<file path="src/rtl/pipe_pkg.sv">
// Shared pipeline-control types: PC-in mux select codes, sequencer states
// and redirect kinds, whose numeric order is their priority (higher wins).
package pipe_pkg;

  localparam logic [2:0] SEL_SEQ = 3'b000;
  localparam logic [2:0] SEL_BR  = 3'b001;
  localparam logic [2:0] SEL_J   = 3'b010;
  localparam logic [2:0] SEL_JR  = 3'b100;

  typedef enum logic [1:0] {
    BOOT      = 2'd0,
    RUN       = 2'd1,
    HOLD      = 2'd2,
    HOLD_PEND = 2'd3
  } seqState_t;

  typedef enum logic [1:0] {
    KIND_NONE = 2'd0,
    KIND_J    = 2'd1,
    KIND_JR   = 2'd2,
    KIND_BR   = 2'd3
  } redirKind_t;

  function automatic logic [2:0] kindToSel(input redirKind_t kind);
    logic [2:0] sel;
    case (kind)
      KIND_BR: sel = SEL_BR;
      KIND_JR: sel = SEL_JR;
      KIND_J:  sel = SEL_J;
      default: sel = SEL_SEQ;
    endcase
    return sel;
  endfunction

endpackage

</file>
<file path="src/rtl/redirect_prio.sv">
// Combinational priority select over the latched redirect and the live requests.
// A live request displaces the pending one only when strictly higher priority.
module redirect_prio
  import pipe_pkg::*;
#(
  parameter int ADDR_W = 32
) (
  input  logic              liveEn,
  input  redirKind_t        pendKind,
  input  logic [ADDR_W-1:0] pendAddr,
  input  logic              branchTaken,
  input  logic [ADDR_W-1:0] branchAddr,
  input  logic              jr,
  input  logic [ADDR_W-1:0] jrAddr,
  input  logic              jump,
  input  logic [ADDR_W-1:0] jumpAddr,
  output redirKind_t        winKind,
  output logic [ADDR_W-1:0] winAddr,
  output logic              flushIf,
  output logic              flushId
);

  redirKind_t        liveKind;
  logic [ADDR_W-1:0] liveAddr;

  always_comb begin
    liveKind = KIND_NONE;
    liveAddr = '0;
    if (liveEn) begin
      if (branchTaken) begin
        liveKind = KIND_BR;
        liveAddr = branchAddr;
      end else if (jr) begin
        liveKind = KIND_JR;
        liveAddr = jrAddr;
      end else if (jump) begin
        liveKind = KIND_J;
        liveAddr = jumpAddr;
      end
    end
  end

  always_comb begin
    winKind = pendKind;
    winAddr = pendAddr;
    if (liveKind > pendKind) begin
      winKind = liveKind;
      winAddr = liveAddr;
    end
    // A branch from EX is older than whatever sits in ID, so it kills both stages.
    flushIf = (winKind != KIND_NONE);
    flushId = (winKind == KIND_BR);
  end

endmodule

</file>
<file path="src/rtl/pc_sequencer.sv">
// Fetch PC owner: picks branch > jr > jump > sequential, drives the PC-in mux
// select and IF/ID flushes, and parks a redirect seen during a stall until release.
module pc_sequencer
  import pipe_pkg::*;
#(
  parameter int                ADDR_W   = 32,
  parameter logic [ADDR_W-1:0] RESET_PC = '0
) (
  input  logic              clk,
  input  logic              rst_n,
  input  logic              stall_i,
  input  logic              branch_taken_i,
  input  logic [ADDR_W-1:0] branch_addr_i,
  input  logic              jump_i,
  input  logic [ADDR_W-1:0] jump_addr_i,
  input  logic              jr_i,
  input  logic [ADDR_W-1:0] jr_addr_i,
  output logic [ADDR_W-1:0] pc_o,
  output logic [ADDR_W-1:0] next_pc_o,
  output logic [2:0]        jrjz_o,
  output logic              fetch_valid_o,
  output logic              flush_if_o,
  output logic              flush_id_o,
  output logic              pending_o,
  output logic              misalign_o
);

  seqState_t         state;
  logic [ADDR_W-1:0] pcQ;
  redirKind_t        pendKind;
  logic [ADDR_W-1:0] pendAddr;

  redirKind_t        winKind;
  logic [ADDR_W-1:0] winAddr;
  logic              winFlushIf;
  logic              winFlushId;
  logic              liveEn;
  logic              applyNow;
  logic              redirNow;
  logic [ADDR_W-1:0] seqPc;

  assign liveEn   = (state != BOOT);
  assign applyNow = liveEn && !stall_i;
  assign redirNow = applyNow && (winKind != KIND_NONE);
  assign seqPc    = pcQ + ADDR_W'(4);

  redirect_prio #(.ADDR_W(ADDR_W)) uPrio (
    .liveEn      (liveEn),
    .pendKind    (pendKind),
    .pendAddr    (pendAddr),
    .branchTaken (branch_taken_i),
    .branchAddr  (branch_addr_i),
    .jr          (jr_i),
    .jrAddr      (jr_addr_i),
    .jump        (jump_i),
    .jumpAddr    (jump_addr_i),
    .winKind     (winKind),
    .winAddr     (winAddr),
    .flushIf     (winFlushIf),
    .flushId     (winFlushId)
  );

  always_ff @(posedge clk or negedge rst_n) begin
    if (!rst_n) begin
      state    <= BOOT;
      pcQ      <= RESET_PC;
      pendKind <= KIND_NONE;
      pendAddr <= '0;
    end else begin
      case (state)
        BOOT: state <= RUN;
        default: begin
          if (stall_i) begin
            // Prio already keeps the pending entry on ties, so just re-latch the winner.
            pendKind <= winKind;
            pendAddr <= winAddr;
            state    <= (winKind != KIND_NONE) ? HOLD_PEND : HOLD;
          end else begin
            pcQ      <= (winKind != KIND_NONE) ? {winAddr[ADDR_W-1:2], 2'b00} : seqPc;
            pendKind <= KIND_NONE;
            pendAddr <= '0;
            state    <= RUN;
          end
        end
      endcase
    end
  end

  assign pc_o          = pcQ;
  assign next_pc_o     = seqPc;
  assign jrjz_o        = applyNow ? kindToSel(winKind) : SEL_SEQ;
  assign fetch_valid_o = (state != BOOT);
  assign flush_if_o    = applyNow && winFlushIf;
  assign flush_id_o    = applyNow && winFlushId;
  assign pending_o     = (state == HOLD_PEND);
  assign misalign_o    = redirNow && (winAddr[1:0] != 2'b00);

endmodule

</file>
<file path="config.mk">
export PLATFORM = sky130hd
export DESIGN_NAME = pc_sequencer
export DESIGN_NICKNAME = d
export VERILOG_FILES = /design/src/rtl/pipe_pkg.sv /design/src/rtl/redirect_prio.sv /design/src/rtl/pc_sequencer.sv
export SDC_FILE = /design/constraint.sdc
export NUM_CORES = 1
export LEC_CHECK = 0
export BUFFER_PORTS_ARGS = -buffer_cell sky130_fd_sc_hd__buf_2
export CAP_MARGIN = 30
export CORE_ASPECT_RATIO = 0.7
export CORE_MARGIN = 4
export CORE_UTILIZATION = 50
export DETAILED_ROUTE_END_ITERATION = 6
export HOLD_SLACK_MARGIN = 0.05
export PLACE_DENSITY = 0.86
export SYNTH_ARGS = -nofsm -noshare
export SYNTH_HDL_FRONTEND = slang
export SYNTH_SLANG_ARGS = --single-unit
</file>
<file path="constraint.sdc">
create_clock -name clk -period 7.15 [get_ports clk]
set_clock_uncertainty 0.05 [all_clocks]
set_input_delay 1.43 -clock clk [delete_from_list [all_inputs] [get_ports clk]]
set_output_delay 1.43 -clock clk [all_outputs]
set_load 0.02 [all_outputs]
</file>
# Word level (Yosys, flattened, before mapping)

Cells that the tools add are included.

Add/sub/neg operators: 1
Multipliers: 0
Div/mod/pow operators: 0
Magnitude comparators: 1
Eq/ne operators: 4
Shifts and indexed selects: 0
Multiplexer cells: 18
Bitwise logic cells: 2
Reductions and logical operators: 10

Operator list:

| cell                                                 | count |
|---|---|
| two-way mux 32 bit                                   | 7 |
| adder 32 x 3 -> 32 bit (second input constant)       | 1 |
| two-way mux 2 bit                                    | 7 |
| one-hot mux 3 bit (3 select lines)                   | 1 |
| equality test 2 bit (second input constant)          | 3 |
| nonzero test 2 bit                                   | 3 |
| logical AND 1 bit                                    | 4 |
| two-way mux 3 bit                                    | 1 |
| equality test 2 x 1 -> 1 bit (second input constant) | 1 |
| > comparator 2 bit                                   | 1 |
| zero test 2 bit                                      | 1 |
| two-way mux 1 bit                                    | 2 |
| inverter 1 bit                                       | 2 |
| AND reduction 2 bit                                  | 1 |
| zero test 1 bit                                      | 1 |

Bits in registers: 68
Bits in latches: 0
RAM bits: 0
Bits in read-only memories: 0
Memories kept: 0

# Longest topological paths before layout

Gate-level depths: netlist (run 1).

Depth in word-level cells: 10
Mapped depth: 13
Gate-level depth less buffers: 11

# Hierarchy

Synthesis (run 1) repeated with hierarchy kept, for this count alone.

Cell total of the unflattened synthesis: 676
Area total of the unflattened synthesis: 5504.0 µm²

By module, submodules not included:

| module        | instances | cells an instance | area an instance (µm²) | seq. area each (µm²) |
|---|---|---|---|---|
| pc_sequencer  | 1         | 473               | 3887.5                 | 1651.6 |
| redirect_prio | 1         | 203               | 1616.6                 | 0.0 |

# Least setup slack after synthesis (run 1)

OpenSTA, ideal clock, no wires.

Kind: input port to output port
From: in branch_taken_i
To: out jrjz_o[0]
Arrival time: 4.031 ns
Setup slack: 1.639 ns
Stages: 10
Path buffers: 4
Cells stage by stage: clkbuf_1 -> buf_1 -> o21ai_0 -> ha_1 -> nand2b_1 -> nand2_1 -> clkbuf_1 -> a21oi_1 -> nor3_1 -> buf_4

Word-level cells in the longest chain between the ends: 7
Elaborated cells between the ends (all ways): 9
Those cells by class: 1 x order compare; 3 x eq/ne; 5 x mux

Ends and longest elaborated chain:

| what                                                                | line                | RTL |
|---|---|---|
| start, declared                                                     | pc_sequencer.sv:12  | `input logic branch_taken_i,` |
| two-way mux 2 bit (*)                                               | redirect_prio.sv:30 | `if (branchTaken) begin` |
| two-way mux 2 bit (*)                                               | redirect_prio.sv:29 | `if (liveEn) begin` |
| > comparator 2 bit                                                  | redirect_prio.sv:46 | `if (liveKind > pendKind) begin` |
| two-way mux 2 bit (*)                                               | redirect_prio.sv:46 |  |
| equality test 2 x 1 -> 1 bit or equality test 2 bit (tied branches) | pipe_pkg.sv:26      | `case (kind)` |
| one-hot mux 3 bit (3 select lines) (*)                              | pipe_pkg.sv:26      |  |
| two-way mux 3 bit (*)                                               | pc_sequencer.sv:91  | `assign jrjz_o = applyNow ? kindToSel(winKind) : SEL_SEQ;` |
| end, declared                                                       | pc_sequencer.sv:20  | `output logic [2:0] jrjz_o,` |

Every way passes the cells marked *; elsewhere a longest branch is shown, timed or not.

# Final worst setup path (run 1)

From: in branch_taken_i
To: out flush_if_o

Word-level cells in the longest chain between the ends: 6

Ends and longest elaborated chain:

| what                   | line                | RTL |
|---|---|---|
| two-way mux 2 bit (*)  | redirect_prio.sv:30 |  |
| two-way mux 2 bit (*)  | redirect_prio.sv:29 |  |
| > comparator 2 bit     | redirect_prio.sv:46 |  |
| two-way mux 2 bit (*)  | redirect_prio.sv:46 |  |
| nonzero test 2 bit (*) | redirect_prio.sv:51 | `flushIf = (winKind != KIND_NONE);` |
| logical AND 1 bit (*)  | pc_sequencer.sv:93  | `assign flush_if_o = applyNow && winFlushIf;` |
| end, declared          | pc_sequencer.sv:22  | `output logic flush_if_o,` |

Marked as above.

==> metrics.yaml, run 1 <==
drive_gt1_frac: 0.2894
crit_type: "input pin to output pin"
initial_core_util: 0.5279
post_drt_wl_per_cell_microns: 19.78
met3_length_mm: 1.995
top_layer_used: "met4"
grt_pass1_vias: 4864
synth.area.top_cells: "dfrtp_1 36%, o21ai_0 6.8%, a221oi_1 6.1%"
worstSetupEndpointType: "output pin"
cts-root-buf: "clkbuf_16"
status: "complete, no violations"
synth-seq-area-share: 0.3601
dp_hpwl_mm: 11.82
drtPass1Iterations: 6
wl_mm: 16.32
whs_ns: 0.4322
required_ns: 5.67
pre_cts_ws_ns: 1.135
netlist_instances: 561
cp-start-kind: "input pin"
placed_area_sq_mm: 0.005424
fmax_ghz: 0.1628
tightest_slew_ns: 0.9092
ys_warn_count: 0
dr_wl_met2_mm: 7.317
synthFlopType: "dfrtp_1"
cts.sinks: 66
die_w_microns: 122.5
postCtsHoldBufs: 0
postCtsResizedCells: 0
rows: 28
vias: 5270
maxSlewHeadroom: 0.3887
ant_nets: 0
worst-path-max-fanout: 41
dieHeight_microns: 88.14
core_area_sq_mm: 0.008688
wl_met1_mm: 6.759
cts_htree_levels: 3
antenna_cells: 0
drc: 0
cts.clk_slew.worst_paths_ns: 0.05
synth_top_area_share: 0.3601
maxSlewViolCount: 0
ys_async_sr_fraction: 1.000
tritoncts: "done"
clock_latency_ns: 0.34
netlist_area_sq_mm: 0.004587
drt-initial-drc-count: 475
powerDensity_mw_per_mm2: 282.6
setup_viol_count_final: 0
setup_ws_ns: 1.009
nNetsFinal: 806
track_usage: 0.2997
grt_start_max_net_pins: 67
yosysMostFrequentCell: "dfrtp_1"
hold_path_class: "flip-flop to flip-flop"
final_util: 0.6619
cp.arrival_ns: 4.66
grt_first_pass_wirelength_mm: 25.28
drt-vias-per-instance: 6.388
place_congestion: 0.9353
area_growth_pct: 25.37
avgSynthCellArea_sq_um: 8.176
antenna_found_initial: 0
cts_buffers: 9
yosysTopAreaCell: "dfrtp_1"
overflow: 0
final_hold_viol_count: 0
synth_seq_cells: 66
post_cts_buffers: 0
peakVddDrop_uv: 211.0
finalCritPeriodShare: 0.8589
period_minus_slack_ns: 6.141
stdcell_area_sq_mm: 0.005751
p_leak_nw: 2.608
synth_cell_types: 55
clockBufferDepth: 2
fin_tns_setup_ns: 0
netlist_top_cells_count: "66 x dfrtp_1, 62 x o21ai_0, 52 x nand2_1"
r2r.worst_path.cells: 12
maxCapViolCount: 0
port_buffers: 169
synth_edf_count: 0
rsz0062_at_grt: "no"
die_area_sq_mm: 0.01079
io_pins: 174
worstHoldPathCells: 2
placed cells by master, fill, tap and decap left out, types with 4 or more instances in the layout:
| cell | n |
|---|---|
| buf_2 | 169 |
| dfrtp_1 | 66 |
| o21ai_0 | 62 |
| nand2_1 | 51 |
| a21oi_1 | 42 |
| a221oi_1 | 32 |
| inv_1 | 30 |
| nor3_1 | 29 |
| xnor2_1 | 24 |
| nand3_1 | 20 |
| o221ai_1 | 19 |
| nand4_1 | 17 |
| or4_1 | 14 |
| nor2_1 | 11 |
| a22o_1 | 9 |
| clkbuf_16 | 9 |
| buf_4 | 9 |
| and3_1 | 8 |
| a22oi_1 | 6 |
| o31ai_1 | 5 |
| nor4_1 | 5 |
| nand3b_1 | 4 |
| a221o_1 | 4 |
| ha_1 | 4 |
| conb_1 | 4 |
sequential cells by signal, summed over array words and instances (netlist names):
signal / count
pc_o: 30
state: 2
pendKind: 2
pendAddr: 32
kinds of logic after synthesis:
| logic type | after synthesis | share of synthesized area |
|---|---|---|
| adders and majority gates | 4 | 0.01091 |
| and+or+nand+nor | 184 | 0.2174 |
| other | 1 | 0.0008175 |
| AOI/OAI and AO/OA | 195 | 0.2821 |
| xor gates and xnor gates | 27 | 0.05156 |
| DFF | 66 | 0.3601 |
| buffers and inverters | 84 | 0.07719 |
routing by layer:
metal,up-vias,GRT usage
li1,2390,-
met1,2494,0.4214
met2,349,0.4701
met3,37,0.07811
met4,0,0.06504
met5,-,0
layout make-up:
type	count	area, sq um
fill	761	2938
inverter	31	116.4
tap	120	150.1
clock inverter	7	93.84
clock buffer	9	225.2
sequential	66	1652
multi-input combinational	414	2600
timing repair buffer	178	913.4
power breakdown:
| group | switching [mW] | internal [mW] | leakage (nW) | total (mW) |
|---|---|---|---|---|
| clock network | 0.171 | 0.304 | 0.151 | 0.475 |
| logic | 0.388 | 0.207 | 1.60 | 0.595 |
| registers | 0.109 | 0.446 | 0.854 | 0.554 |
| total | 0.667 | 0.957 | 2.61 | 1.62 |
worst max-delay path, cell delays in order:
cell	delay, ns
buf_2	0.52
o21ai_0	0.23
ha_1	0.38
nor2_1	0.06
o311ai_1	0.41
or2_1	0.73
nand2_1	0.18
buf_4	0.25
inv_1	0.24
buf_2	0.23
per-stage QoR:
step	power [mW]	std cells
after global placement	1.126	808
after CTS	1.615	824
after global routing	1.703	825
after detailed placement	1.143	808
after floorplan	0.9126	564
final	1.625	825
worst paths after layout:
path                                      from      endpoint  slack (ns)
max in group asynchronous                rst_n   pendKind[0]        5.26
worst min-delay path              pendAddr[17]  pendAddr[17]        0.43
min in group asynchronous                rst_n      pc_o[29]        1.23
worst min register to register    pendAddr[17]  pendAddr[17]        0.43
worst max register to register        state[1]      pc_o[11]        3.29
worst max-delay path            branch_taken_i    flush_if_o        1.01
(Power assumes the default switching activity.)
==> run 2, diff against run 1 <==
Settings changed: MAX_ROUTING_LAYER set to met4.
==> metrics.yaml, run 2 (synthesized netlist as in run 1, its figures left out) <==
cp_slowest_cell: "or2_1"
port_buffers: 169
antenna_found_initial: 0
place_congestion: 0.9517
worst-path-max-fanout: 36
crit_type: "input pin to output pin"
cts_buffers: 9
top_register: "pendAddr"
p_switching_mw: 0.6706
clock_latency_ns: 0.34
post_cts_buffers: 0
tightest_slew_ns: 0.9696
ant_nets: 0
final_cell_mix: "169 x buf_2, 66 x dfrtp_1, 62 x o21ai_0"
cp-start-kind: "input pin"
postCtsResizedCells: 0
dp_hpwl_mm: 11.68
clockBufferDepth: 2
cts.clk_slew.worst_paths_ns: 0.05
die_w_microns: 122.5
final_common_cell: "buf_2"
power_frac_seq: 0.338
post_drt_wl_per_cell_microns: 19.81
overflow: 0
wl_mm: 16.34
drt-initial-drc-count: 592
hold_path_class: "flip-flop to flip-flop"
cts-root-buf: "clkbuf_16"
period_minus_slack_ns: 6.286
p_leak_nw: 2.612
rsz0062_at_grt: "no"
drt-vias-per-instance: 6.472
setup_viol_count_final: 0
cts.sinks: 66
finalCritPeriodShare: 0.8791
required_ns: 5.67
cp.arrival_ns: 4.81
powerDensity_mw_per_mm2: 284.5
grt_first_pass_wirelength_mm: 24.94
io_pins: 174
status: "complete, no violations"
placed_cells: 808
postCtsHoldBufs: 0
p_sw_frac: 0.4092
cp_cell_sequence: "buf_2 > nor2b_2 > buf_4 > o21ai_0 > ha_1 > nor2_1 > o311ai_1 > or2_1 > nand2_1 > buf_4 > inv_1 > buf_2"
peakVddDrop_uv: 206.1
dieHeight_microns: 88.14
nNetsFinal: 806
drc: 0
cp_slowest_stage_delay_ns: 0.75
power.internal_mw: 0.9682
rows: 28
crit_buf_inv: 5
tritoncts: "done"
maxSlewViolCount: 0
drive_gt1_frac: 0.2894
area_growth_pct: 25.56
final_cells: 825
maxSlewHeadroom: 0.3481
grt_start_max_net_pins: 67
grt_pass1_vias: 4773
drtPass1Iterations: 5
die_area_sq_mm: 0.01079
core_area_sq_mm: 0.008688
maxCapViolCount: 0
final_hold_viol_count: 0
initial_core_util: 0.5279
cp_top_family: "buffers and inverters"
worstSetupEndpointType: "output pin"
vias: 5339
cts_htree_levels: 3
antenna_cells: 0
p_comb_frac: 0.365
track_usage: 0.3044
p_clk_frac: 0.297
largest_reg_flops: 32
fmax_ghz: 0.1591
fin_tns_setup_ns: 0
run 2: changes by cell type in the layout (fill, tap and decap cells not counted):
cell,previous run,this run
clkbuf_8,0,1
clkinv_2,2,1
clkinv_4,1,0
inv_6,0,1
run 2: power by group through the flow:
stage | clock [mW] | sequential (mW) | combinational, mW
final | 0.486 | 0.554 | 0.598
after floorplan | 0 | 0.575 | 0.338
after global routing | 0.507 | 0.563 | 0.644
after global placement | 0 | 0.548 | 0.578
after detailed placement | 0 | 0.555 | 0.586
after CTS | 0.484 | 0.549 | 0.592
run 2: worst paths after layout:
| path | startpoint | depth (start not counted) | slack, ns | to |
|---|---|---|---|---|
| worst max-delay path | jr_i | 12 | 0.86 | flush_if_o |
| worst min-delay path | pendAddr[22] | 2 | 0.43 | pendAddr[22] |
| worst max register to register | state[1] | 12 | 3.24 | pc_o[11] |
| worst min register to register | pendAddr[22] | 2 | 0.43 | pendAddr[22] |
| max in group asynchronous | rst_n | 2 | 5.25 | pendKind[0] |
| min in group asynchronous | rst_n | 2 | 1.25 | pendAddr[30] |
run 2: per-layer routing:
layer	global-route usage	vias to the layer above	part of all wire
met4	0.05589	0	0.016
li1	-	2393	-
met3	0.06908	35	0.13
met5	-	-	0
met1	0.4355	2498	0.42
met2	0.4472	413	0.44
run 2: area by class of cell:
cell class / count / area, sq um
tap: 120 / 150.1
timing repair buffer: 178 / 913.4
multi-input combinational: 414 / 2600
inverter: 31 / 116.4
clock buffer: 10 / 239.0
fill: 747 / 2929
sequential: 66 / 1652
clock inverter: 6 / 88.84
run 2: stage by stage:
step                      cell area (sq um)  setup slack, ns  hold WS, ns    util  power, mW
after global placement                 5424            1.210       0.4115  0.6243      1.126
after CTS                              5752            1.027       0.4327  0.6620      1.626
after floorplan                        4598            1.639       0.4002       -     0.9126
after global routing                   5759           0.6914       0.4533  0.6629      1.714
after detailed placement               5424            1.071       0.4203  0.6243      1.141
final                                  5759           0.8642       0.4289  0.6629      1.639
run 2: tightest hold or removal path, stage by stage (launching register included):
cell     delay (ns)
dfrtp_1        0.34
nand2_1        0.04
o21ai_0        0.06
